$ cat src/rtl/lb_sequencer.sv
// Ping-pong sprite line buffer sequencer: render writes one pair, display reads then clears the other.
// Optional macro LB_HFLIP_EN adds the HFLIP input for descending display order.
module lb_sequencer #(
  parameter int LB_DEPTH    = 192,
  parameter int LINE_PIXELS = 320
) (
  input  logic       CK,
  input  logic       nRESET,
  input  logic       PIX_EN,
  input  logic       LINE_START,
  input  logic       REN_LOAD,
  input  logic [8:0] REN_X,
  input  logic       REN_PIX,
  input  logic       REN_OPAQUE,
`ifdef LB_HFLIP_EN
  input  logic       HFLIP,
`endif
  output logic       REN_READY,
  output logic       SEL,
  output logic [7:0] LB_ADDR_A,
  output logic [7:0] LB_ADDR_B,
  output logic [3:0] LB_WE_N,
  output logic [3:0] LB_CLEARING,
  output logic       DISP_ODD,
  output logic       OVERRUN,
  output logic [1:0] fsm_state
);

  localparam logic [8:0] X_LIMIT = 9'(2 * LB_DEPTH);
  localparam logic [8:0] LP      = 9'(LINE_PIXELS);

  typedef enum logic [1:0] {
    IDLE   = 2'd0,
    ACTIVE = 2'd1,
    SWAP   = 2'd2
  } state_t;

  state_t     st;
  logic [8:0] wx;
  logic [8:0] dx;
  logic       clr_pend;
  logic [1:0] clr_idx;
  logic       pix_en_q;
`ifdef LB_HFLIP_EN
  logic       hflip_q;
`endif

  logic       pix_ok;
  logic [8:0] x_eff;
  logic [8:0] x_inc;
  logic       x_in_range;
  logic [8:0] dx_rd;
  logic       disp_go;

  assign fsm_state = st;

  // REN_PIX is taken on any cycle REN_READY is high; there is no backpressure
  // within a line, the renderer simply stops presenting pixels while REN_READY is low.
  always_comb begin
    pix_ok     = PIX_EN && !pix_en_q;
    x_eff      = REN_LOAD ? REN_X : wx;
    x_inc      = (x_eff == 9'd511) ? 9'd511 : x_eff + 9'd1;
    x_in_range = x_eff < X_LIMIT;
    dx_rd      = dx;
`ifdef LB_HFLIP_EN
    if (hflip_q) dx_rd = LP - 9'd1 - dx;
`endif
    disp_go    = pix_ok && (dx < LP) && (st != SWAP);
  end

  always_ff @(posedge CK) begin
    if (!nRESET) begin
      st          <= IDLE;
      wx          <= 9'd0;
      dx          <= LP;
      clr_pend    <= 1'b0;
      clr_idx     <= 2'd0;
      pix_en_q    <= 1'b0;
`ifdef LB_HFLIP_EN
      hflip_q     <= 1'b0;
`endif
      REN_READY   <= 1'b0;
      SEL         <= 1'b0;
      LB_ADDR_A   <= 8'd0;
      LB_ADDR_B   <= 8'd0;
      LB_WE_N     <= 4'hF;
      LB_CLEARING <= 4'h0;
      DISP_ODD    <= 1'b0;
      OVERRUN     <= 1'b0;
    end else begin
      pix_en_q    <= PIX_EN;
      LB_WE_N     <= 4'hF;
      LB_CLEARING <= 4'h0;

      if (PIX_EN && pix_en_q) OVERRUN <= 1'b1;

      // Clear phase: clr_idx was latched at read time, so it still names the
      // old display pair when this lands on the SWAP edge.
      if (clr_pend) begin
        LB_WE_N[clr_idx]     <= 1'b0;
        LB_CLEARING[clr_idx] <= 1'b1;
        clr_pend             <= 1'b0;
        dx                   <= dx + 9'd1;
      end

      if (disp_go) begin
        if (SEL) LB_ADDR_A <= dx_rd[8:1];
        else     LB_ADDR_B <= dx_rd[8:1];
        DISP_ODD <= dx_rd[0];
        clr_pend <= 1'b1;
        clr_idx  <= {~SEL, dx_rd[0]};
      end

      if (st == ACTIVE) begin
        if (REN_PIX) begin
          wx <= x_inc;
          if (x_in_range) begin
            if (REN_OPAQUE) begin
              if (SEL) LB_ADDR_B <= x_eff[8:1];
              else     LB_ADDR_A <= x_eff[8:1];
              LB_WE_N[{SEL, x_eff[0]}] <= 1'b0;
            end
          end else begin
            OVERRUN <= 1'b1;
          end
        end else if (REN_LOAD) begin
          wx <= REN_X;
        end
      end

      case (st)
        IDLE, ACTIVE: begin
          if (LINE_START && pix_ok) begin
            st        <= SWAP;
            REN_READY <= 1'b0;
          end
        end
        SWAP: begin
          st        <= ACTIVE;
          REN_READY <= 1'b1;
          SEL       <= ~SEL;
          wx        <= 9'd0;
          dx        <= 9'd0;
`ifdef LB_HFLIP_EN
          hflip_q   <= HFLIP;
`endif
        end
        default: st <= IDLE;
      endcase
    end
  end

endmodule
$ cat config.mk
export PLATFORM = sky130hd
export DESIGN_NAME = lb_sequencer
export DESIGN_NICKNAME = d
export VERILOG_FILES = /design/src/rtl/lb_sequencer.sv
export SDC_FILE = /design/constraint.sdc
export NUM_CORES = 1
export LEC_CHECK = 0
export BUFFER_PORTS_ARGS = -buffer_cell sky130_fd_sc_hd__buf_2
export CORE_MARGIN = 3
export CORE_UTILIZATION = 49
export DETAILED_ROUTE_END_ITERATION = 7
export GPL_TIMING_DRIVEN = 0
export PLACE_DENSITY = 0.79
export RECOVER_POWER = 50
export SLEW_MARGIN = 20
export SYNTH_ARGS = -nofsm -noshare
export SYNTH_HDL_FRONTEND = slang
export SYNTH_SLANG_ARGS = --single-unit
$ cat constraint.sdc
create_clock -name CK -period 1.5 [get_ports CK]
set_input_delay 0 -clock CK [delete_from_list [all_inputs] [get_ports CK]]
set_output_delay 0 -clock CK [all_outputs]
set_load 0.005 [all_outputs]
==> summary.txt, run 1 <==
Critical path
  • CP endpoint kind: register
  • Critical Path AT: 1.79 ns
  • Worst Path Buf+Inv: 1
  • CP Max Fanout: 8
  • CP required: 1.69 ns
  • Worst path cell trace: mux2i_2, inv_2, ha_4, nand2_2, and2b_2, nand3_2, o21a_4, a21oi_2
  • Critical Path Start Type: register
  • CP max-delay cell: dfxtp_2
  • Max incr delay on CP: 0.33 ns
  • Cell family with most CP delay: simple AND/OR/NAND/NOR gates
  • Crit path kind: reg2reg

GRT
  • GRT met1 Usage: 28.14%
  • Largest net degree at the start of global routing: 16
  • GRT met2 Usage: 35.33%
  • Total GRT Usage: 21.67%
  • First-pass GRT wire length: 9.156 mm
  • Remaining Overflow, GRT: 0
  • Grt met3 use: 5.000%
  • Vias in the first global route: 1,955
  • Gr busiest metal: met2
  • Initial antenna violation count: 0

Route
  • DR DRC count: 0
  • Initial DRC count: 137
  • DRT antenna net count: 0
  • First drt pass iteration count: 4
  • Vias/cell: 5.702
  • Avg WL per Cell: 16.22 µm
  • Routed via count: 2,087
  • WL final: 5.935 mm

Pwr
  • P_leak: 1.214 nW
  • Pwr Density: 865.7 nW/µm²
  • Overall Power: 2.530 mW
  • Peak VDD IR: 0.0004162 V

Timing
  • PnR worst setup slack: -0.09343 ns
  • Final hold slack: 0.03928 ns
  • Max Clock Freq: 0.6276 GHz
  • Final Hold Fails: 0
  • Final period util: 106.2%
  • Max_slew headroom: 64.61%
  • Fin Clk Skew: 0.006722 ns
  • Unrepaired setup endpoints after global routing: true
  • Max-slew violation count: 0
  • Min cycle time layout: 1.593 ns
  • Number of setup violations in the final report: 13
  • Slew @ Worst Pin: 0.5160 ns

Min path
  • HP Class: in2reg

Synthesis
  • Mapped Nets: 266
  • Synth Warn #: 0
  • Adder-Cell Fraction of Synth Area: 1.100%
  • Top-count cell post-synth: dfxtp_1
  • Synth Flop Type: dfxtp_1
  • Post-synth EDFFs: 0
  • Post-synthesis cell area: 2276 µm²
  • Seq/Total Area, Yosys: 44.86%
  • Post-synthesis mux area share: 12.92%
  • Synth Register Bits: 51
  • Post-synth top area share: 44.86%
  • Simple-Gate Fraction of Synth Area: 17.65%
  • Synth cell count leaders: dfxtp_1, mux2i_1, a21oi_1
  • Synth Area in XOR/XNOR: 6.157%
  • Share of flip-flops with an asynchronous set or reset: 0%
  • Synth area leader: dfxtp_1
  • Largest family of logic cells by synthesized area: simple AND/OR/NAND/NOR gates
  • Ranking of synthesized cells by area: dfxtp_1, mux2i_1, a21oi_1
  • Synth Area per Inst: 9.177 µm²
  • Yosys cell types: 38
  • Compound-cell area share of the yosys netlist: 13.41%
  • Cells after synthesis: 248

CTS
  • Max H-tree Level: 2
  • TritonCTS clock tree: built
  • # clock sinks: 51
  • Clock tree buffer depth: 2
  • Cell chosen for the clock root: clkbuf_8
  • Num CTS Buffers: 5
  • Reg clk slew, reported paths: 0.09 ns
  • Clk_lat worst skew: 0.31 ns

Layout
  • Fillers: 344
  • Core Util, Final: 66.21%
  • Cell area after layout: 2923 µm²
  • Share of cells above drive strength 1: 31.85%
  • Synth-to-Final Area Change: 28.42%
  • Nets: 331
  • Antenna Cells: 0

Floorplan
  • Die H: 74.15 µm
  • Die area: 5498 µm²
  • Starting Density: 51.56%
  • Die width: 74.15 µm
  • Row cnt: 24
  • Top Ports: 46
  • Core box area: 4414 µm²

Place
  • DP HPWL: 3.869 mm
  • GPL Wtd Cong: 0.8532
  • PortBufs: 43
  • Dpl ws: -0.2031 ns
  • Area after DPL: 2560 µm²

Status
  • Failing checks: negative setup slack
  • Outcome: finished, violations left

Run
  • Max Cap Viol: 0
-- sequential cells by signal, summed over array words and instances, names as in the netlist --
signal       count
LB_WE_N          4
REN_READY        1
clr_pend         1
SEL              1
pix_en_q         1
LB_ADDR_A        8
OVERRUN          1
clr_idx          2
wx               9
dx               9
fsm_state        2
LB_CLEARING      4
LB_ADDR_B        8
-- routing by layer --
layer / share of wire, % / wire (µm) / vias to the layer above
li1: - / - / 1006
met1: 43 / 2576 / 984
met2: 48 / 2856 / 89
met3: 7.2 / 426 / 8
met4: 1.3 / 76 / 0
met5: 0 / 0 / -
-- power by group --
part,switching [mW],internal (mW),total (mW)
clock network,0.451,0.379,0.830
logic,0.171,0.128,0.299
registers,0.0227,1.38,1.40
-- layout by cell type (no fill, tap or decap), drive strengths merged, types with 2 or more instances in the layout --
master and n:
clkbuf 25, and2 3, nor3 3, a31oi 4, nand3b 2, dfxtp 51
nand3 3, a21oi 25, xor2 10, nor2 19, dlygate4sd3 2, and3 4
nand4b 2, a221oi 4, o21ai 19, nand4 6, xnor2 6, ha 2
mux2i 26, buf 51, inv 5, nand2b 2, mux2 3, nand2 25
nor2b 2, nor4 2
-- tightest hold or removal path, stage by stage --
cell	delay, ns
clkbuf_1	0.10
a21oi_1	0.14
a21oi_1	0.07
-- through the flow --
stage               TNS, ns  cells
finish              -0.7838    366
detailed placement   -3.262    343
global route         -2.184    366
floorplan                 0    248
CTS                 -0.2748    361
global placement     -2.881    343
-- worst paths after layout --
path / cells after the start / slack [ns] / start / to
max: 8 / -0.09 / wx[0] / wx[1]
min: 3 / 0.04 / PIX_EN / OVERRUN
max reg2reg: 8 / -0.09 / wx[0] / wx[1]
min reg2reg: 2 / 0.48 / REN_READY / REN_READY
-- repair_timing --
action	CTS	global route
hold buffers	2	0
gates resized for setup	32	23
endpoints found under the setup margin	28	31
setup buffers	9	5
pin swaps	6	11
hold endpoints to repair	2	0
-- layout make-up --
class,count,area [µm²],share of cell area [%]
plain buffers,12,76.32,2.611
clock buffers,7,86.33,2.954
clock inverters,1,8.758,0.2997
inverters,5,18.77,0.6421
multi-input cells,179,1310,44.82
flip-flops and latches,51,1036,35.45
well taps,52,65.06,2.226
repair buffers,59,321.6,11.00
-- logic make-up (layout without fill, tap and decap cells) --
family                     after synthesis  in the layout
xor gates and xnor gates                16             16
DFF                                     51             51
adders and majority gates                2              2
muxes                                   29             29
AOI/OAI and AO/OA                       55             55
and+or+nand+nor                         77             77
buffers and inverters                   18             84
(Power assumes the default switching activity.)
==> run 2: changes to the inputs <==
--- a/config.mk
+++ b/config.mk
@@ -5,12 +5,13 @@
 export SDC_FILE = /design/constraint.sdc
 export NUM_CORES = 1
 export LEC_CHECK = 0
+export ABC_AREA = 1
 export BUFFER_PORTS_ARGS = -buffer_cell sky130_fd_sc_hd__buf_2
 export CORE_MARGIN = 3
-export CORE_UTILIZATION = 49
+export CORE_UTILIZATION = 50
 export DETAILED_ROUTE_END_ITERATION = 7
 export GPL_TIMING_DRIVEN = 0
-export PLACE_DENSITY = 0.79
+export PLACE_DENSITY = 0.8
 export RECOVER_POWER = 50
 export SLEW_MARGIN = 20
 export SYNTH_ARGS = -nofsm -noshare
==> run 2 against run 1 <==
Critical path type unchanged. Global-route usage increased by 0.21 points. Highest routed layer unchanged. First-iteration DRC count increased by 38%. Largest cell class unchanged. Total power increased by 4.4%. Cell count increased by 33%. Utilization decreased by 1.4 points. Sequential share of layout area decreased by 2.5 points. The flow still finishes with violations (negative setup slack).
==> summary.txt, run 2 <==
Critical path
  • Worst path cell trace: inv_2, o21ai_4, ha_4, nand2_4, inv_2, nand2_4, nor2_8, nand3_2, nand2_2, clkinv_4, nand2_2, nand2_1, inv_1
  • CP required: 1.76 ns
  • Critical Path AT: 1.77 ns
  • R2R Path Start: wx[0]
  • Worst R2R Setup Slack: -0.008 ns
  • CP endpoint kind: register
  • CP max-delay cell: dfxtp_2
  • R2R depth: 13
  • Max incr delay on CP: 0.34 ns
  • RR Endpoint: wx[0]
  • CP Max Fanout: 8
  • Critical Path Start Type: register
  • Crit path kind: reg2reg

Layout
  • Most frequent cells in the layout: nand2_1, inv_1, dfxtp_1
  • Top flop regs: dx x9, wx x9
  • Core Util, Final: 64.81%
  • Share of cells above drive strength 1: 28.50%
  • Nets: 438
  • Synth-to-Final Area Change: 23.33%
  • Non-Filler Instances: 488
  • Fillers: 427
  • Antenna Cells: 0
  • Commonest non-fill, non-tap cell in the layout: nand2_1

Timing
  • Slew @ Worst Pin: 0.5699 ns
  • Min cycle time layout: 1.508 ns
  • Max Clock Freq: 0.6631 GHz
  • Max-slew violation count: 0
  • Setup TNS: -0.008013 ns
  • Unrepaired setup endpoints after global routing: true
  • PnR worst setup slack: -0.008013 ns
  • Number of setup violations in the final report: 1
  • Fin Clk Skew: 0.005374 ns
  • Final period util: 100.5%
  • Final hold slack: 0.008105 ns
  • Max_slew headroom: 62.00%
  • Final Hold Fails: 0

Min path
  • Cells on Worst Hold Path: 3
  • HP Class: in2reg
  • HP Start: nRESET
  • End of the worst hold path: clr_idx[0]

GRT
  • Largest net degree at the start of global routing: 19
  • Remaining Overflow, GRT: 0
  • First-pass GRT wire length: 10.51 mm
  • Total GRT Usage: 21.88%
  • Initial antenna violation count: 0
  • Vias in the first global route: 2,253

Synthesis
  • Synth Area per Inst: 7.090 µm²
  • Synth Flop Type: dfxtp_1
  • Top-count cell post-synth: nand2_1
  • Synth cell count leaders: nand2_1, dfxtp_1, inv_1
  • Post-synth EDFFs: 0
  • Ranking of synthesized cells by area: dfxtp_1, nand2_1, inv_1
  • Post-synthesis cell area: 2531 µm²
  • Share of flip-flops with an asynchronous set or reset: 0%
  • Synth Register Bits: 51
  • Post-synth top area share: 40.34%
  • Yosys cell types: 34
  • Synth Warn #: 0
  • Mapped Nets: 375
  • Synth area leader: dfxtp_1
  • Cells after synthesis: 357
  • Seq/Total Area, Yosys: 40.34%

Run
  • Max Cap Viol: 0

Floorplan
  • Top Ports: 46
  • Die area: 5952 µm²
  • Die H: 77.15 µm
  • Core box area: 4817 µm²
  • Row cnt: 25
  • Starting Density: 52.55%
  • Die width: 77.15 µm

Route
  • WL final: 6.580 mm
  • DR DRC count: 0
  • Avg WL per Cell: 13.48 µm
  • Vias/cell: 5.174
  • DRT antenna net count: 0
  • First drt pass iteration count: 5
  • Initial DRC count: 189
  • Routed via count: 2,525

CTS
  • Clk_lat worst skew: 0.31 ns
  • Max H-tree Level: 2
  • TritonCTS clock tree: built
  • Cell chosen for the clock root: clkbuf_8
  • Reg clk slew, reported paths: 0.10 ns
  • Clock tree buffer depth: 2
  • # clock sinks: 51
  • Num CTS Buffers: 5

Pwr
  • P_leak: 1.574 nW
  • Pwr Density: 846.0 nW/µm²
  • Overall Power: 2.641 mW
  • Peak VDD IR: 0.0004511 V

Place
  • DP Cell Count: 468
  • GPL Wtd Cong: 0.8973
  • PortBufs: 44
  • DP HPWL: 4.439 mm

Status
  • Failing checks: negative setup slack
  • Outcome: finished, violations left
[run 2: cell types whose count changed after synthesis, moves of 5 or more]
cell     before  now
o21ai_0      17   33
nand2_2       0   11
a21oi_1      25   17
nand2_4       1    6
nand3_1       3   24
inv_1         4   49
mux2i_1      26    1
nand2_1      24   91
xnor2_1       6    0
xor2_1       10    1
[run 2: repair_timing]
item | in CTS | in global routing
pin swaps | 4 | 12
buffers inserted | 1 | 9
hold endpoints to repair | 2 | 0
endpoints found under the setup margin | 28 | 30
hold buffers | 2 | 0
cloned | 0 | 0
gates resized for setup | 15 | 33
[run 2: through the flow]
stage	setup WS, ns	area (µm²)
floorplan	0.08931	2531
global placement	-0.1178	2835
detailed placement	-0.1520	2835
CTS	0.0007331	2988
global route	-0.09504	3122
finish	-0.008013	3122
[run 2: layout make-up]
| type | count | area [µm²] | area share [%] |
|---|---|---|---|
| inverter | 52 | 202.7 | 6.493 |
| clock inverter | 3 | 26.28 | 0.8417 |
| clock buffer | 5 | 68.82 | 2.204 |
| timing repair buffer | 56 | 307.8 | 9.860 |
| multi-input combinational | 244 | 1336 | 42.81 |
| buffer | 10 | 67.56 | 2.164 |
| tap | 67 | 83.83 | 2.685 |
| sequential | 51 | 1028 | 32.95 |
[run 2: worst max path at each step]
| stage | from | endpoint | slack (ns) | cells after the start |
|---|---|---|---|---|
| floorplan | wx[0] | wx[4] | 0.09 | 13 |
| global placement | fsm_state[1] | LB_ADDR_A[4] | -0.12 | 9 |
| detailed placement | fsm_state[1] | LB_ADDR_A[1] | -0.15 | 9 |
| CTS | fsm_state[1] | LB_ADDR_A[4] | 0.0007 | 9 |
| global route | wx[0] | wx[1] | -0.1 | 13 |
| finish | wx[0] | wx[0] | -0.008 | 13 |
[run 2: logic make-up after synthesis]
logic type,synth area share [%]
buffers and inverters,9.689
multiplexers,0.3955
AO/OA/AOI/OAI,15.97
AND/OR/NAND/NOR,32.28
XOR/XNOR,0.3461
adder cells (fa/ha/maj),0.9885
flip-flops,40.34
[run 2: per-layer routing]
| layer | up-vias | GRT usage, % | wire (µm) |
|---|---|---|---|
| met5 | - | 0 | 0 |
| met4 | 0 | 9.431 | 124 |
| met3 | 10 | 3.991 | 364 |
| met2 | 83 | 34.63 | 3062 |
| met1 | 1158 | 29.08 | 3029 |
| li1 | 1274 | - | - |
[run 2: worst max-delay path: cells and delay by family (launching register included)]
family,cells,cell delay (ns)
simple gates,7,0.54
flops,1,0.34
buf+inv,4,0.26
fa+ha+maj,1,0.17
compound gates,1,0.16
[run 2: where the power goes]
part / internal, mW / total (mW) / switching, mW
Clock: 0.344 / 0.845 / 0.501
Sequential: 1.39 / 1.42 / 0.0288
Combinational: 0.129 / 0.374 / 0.246
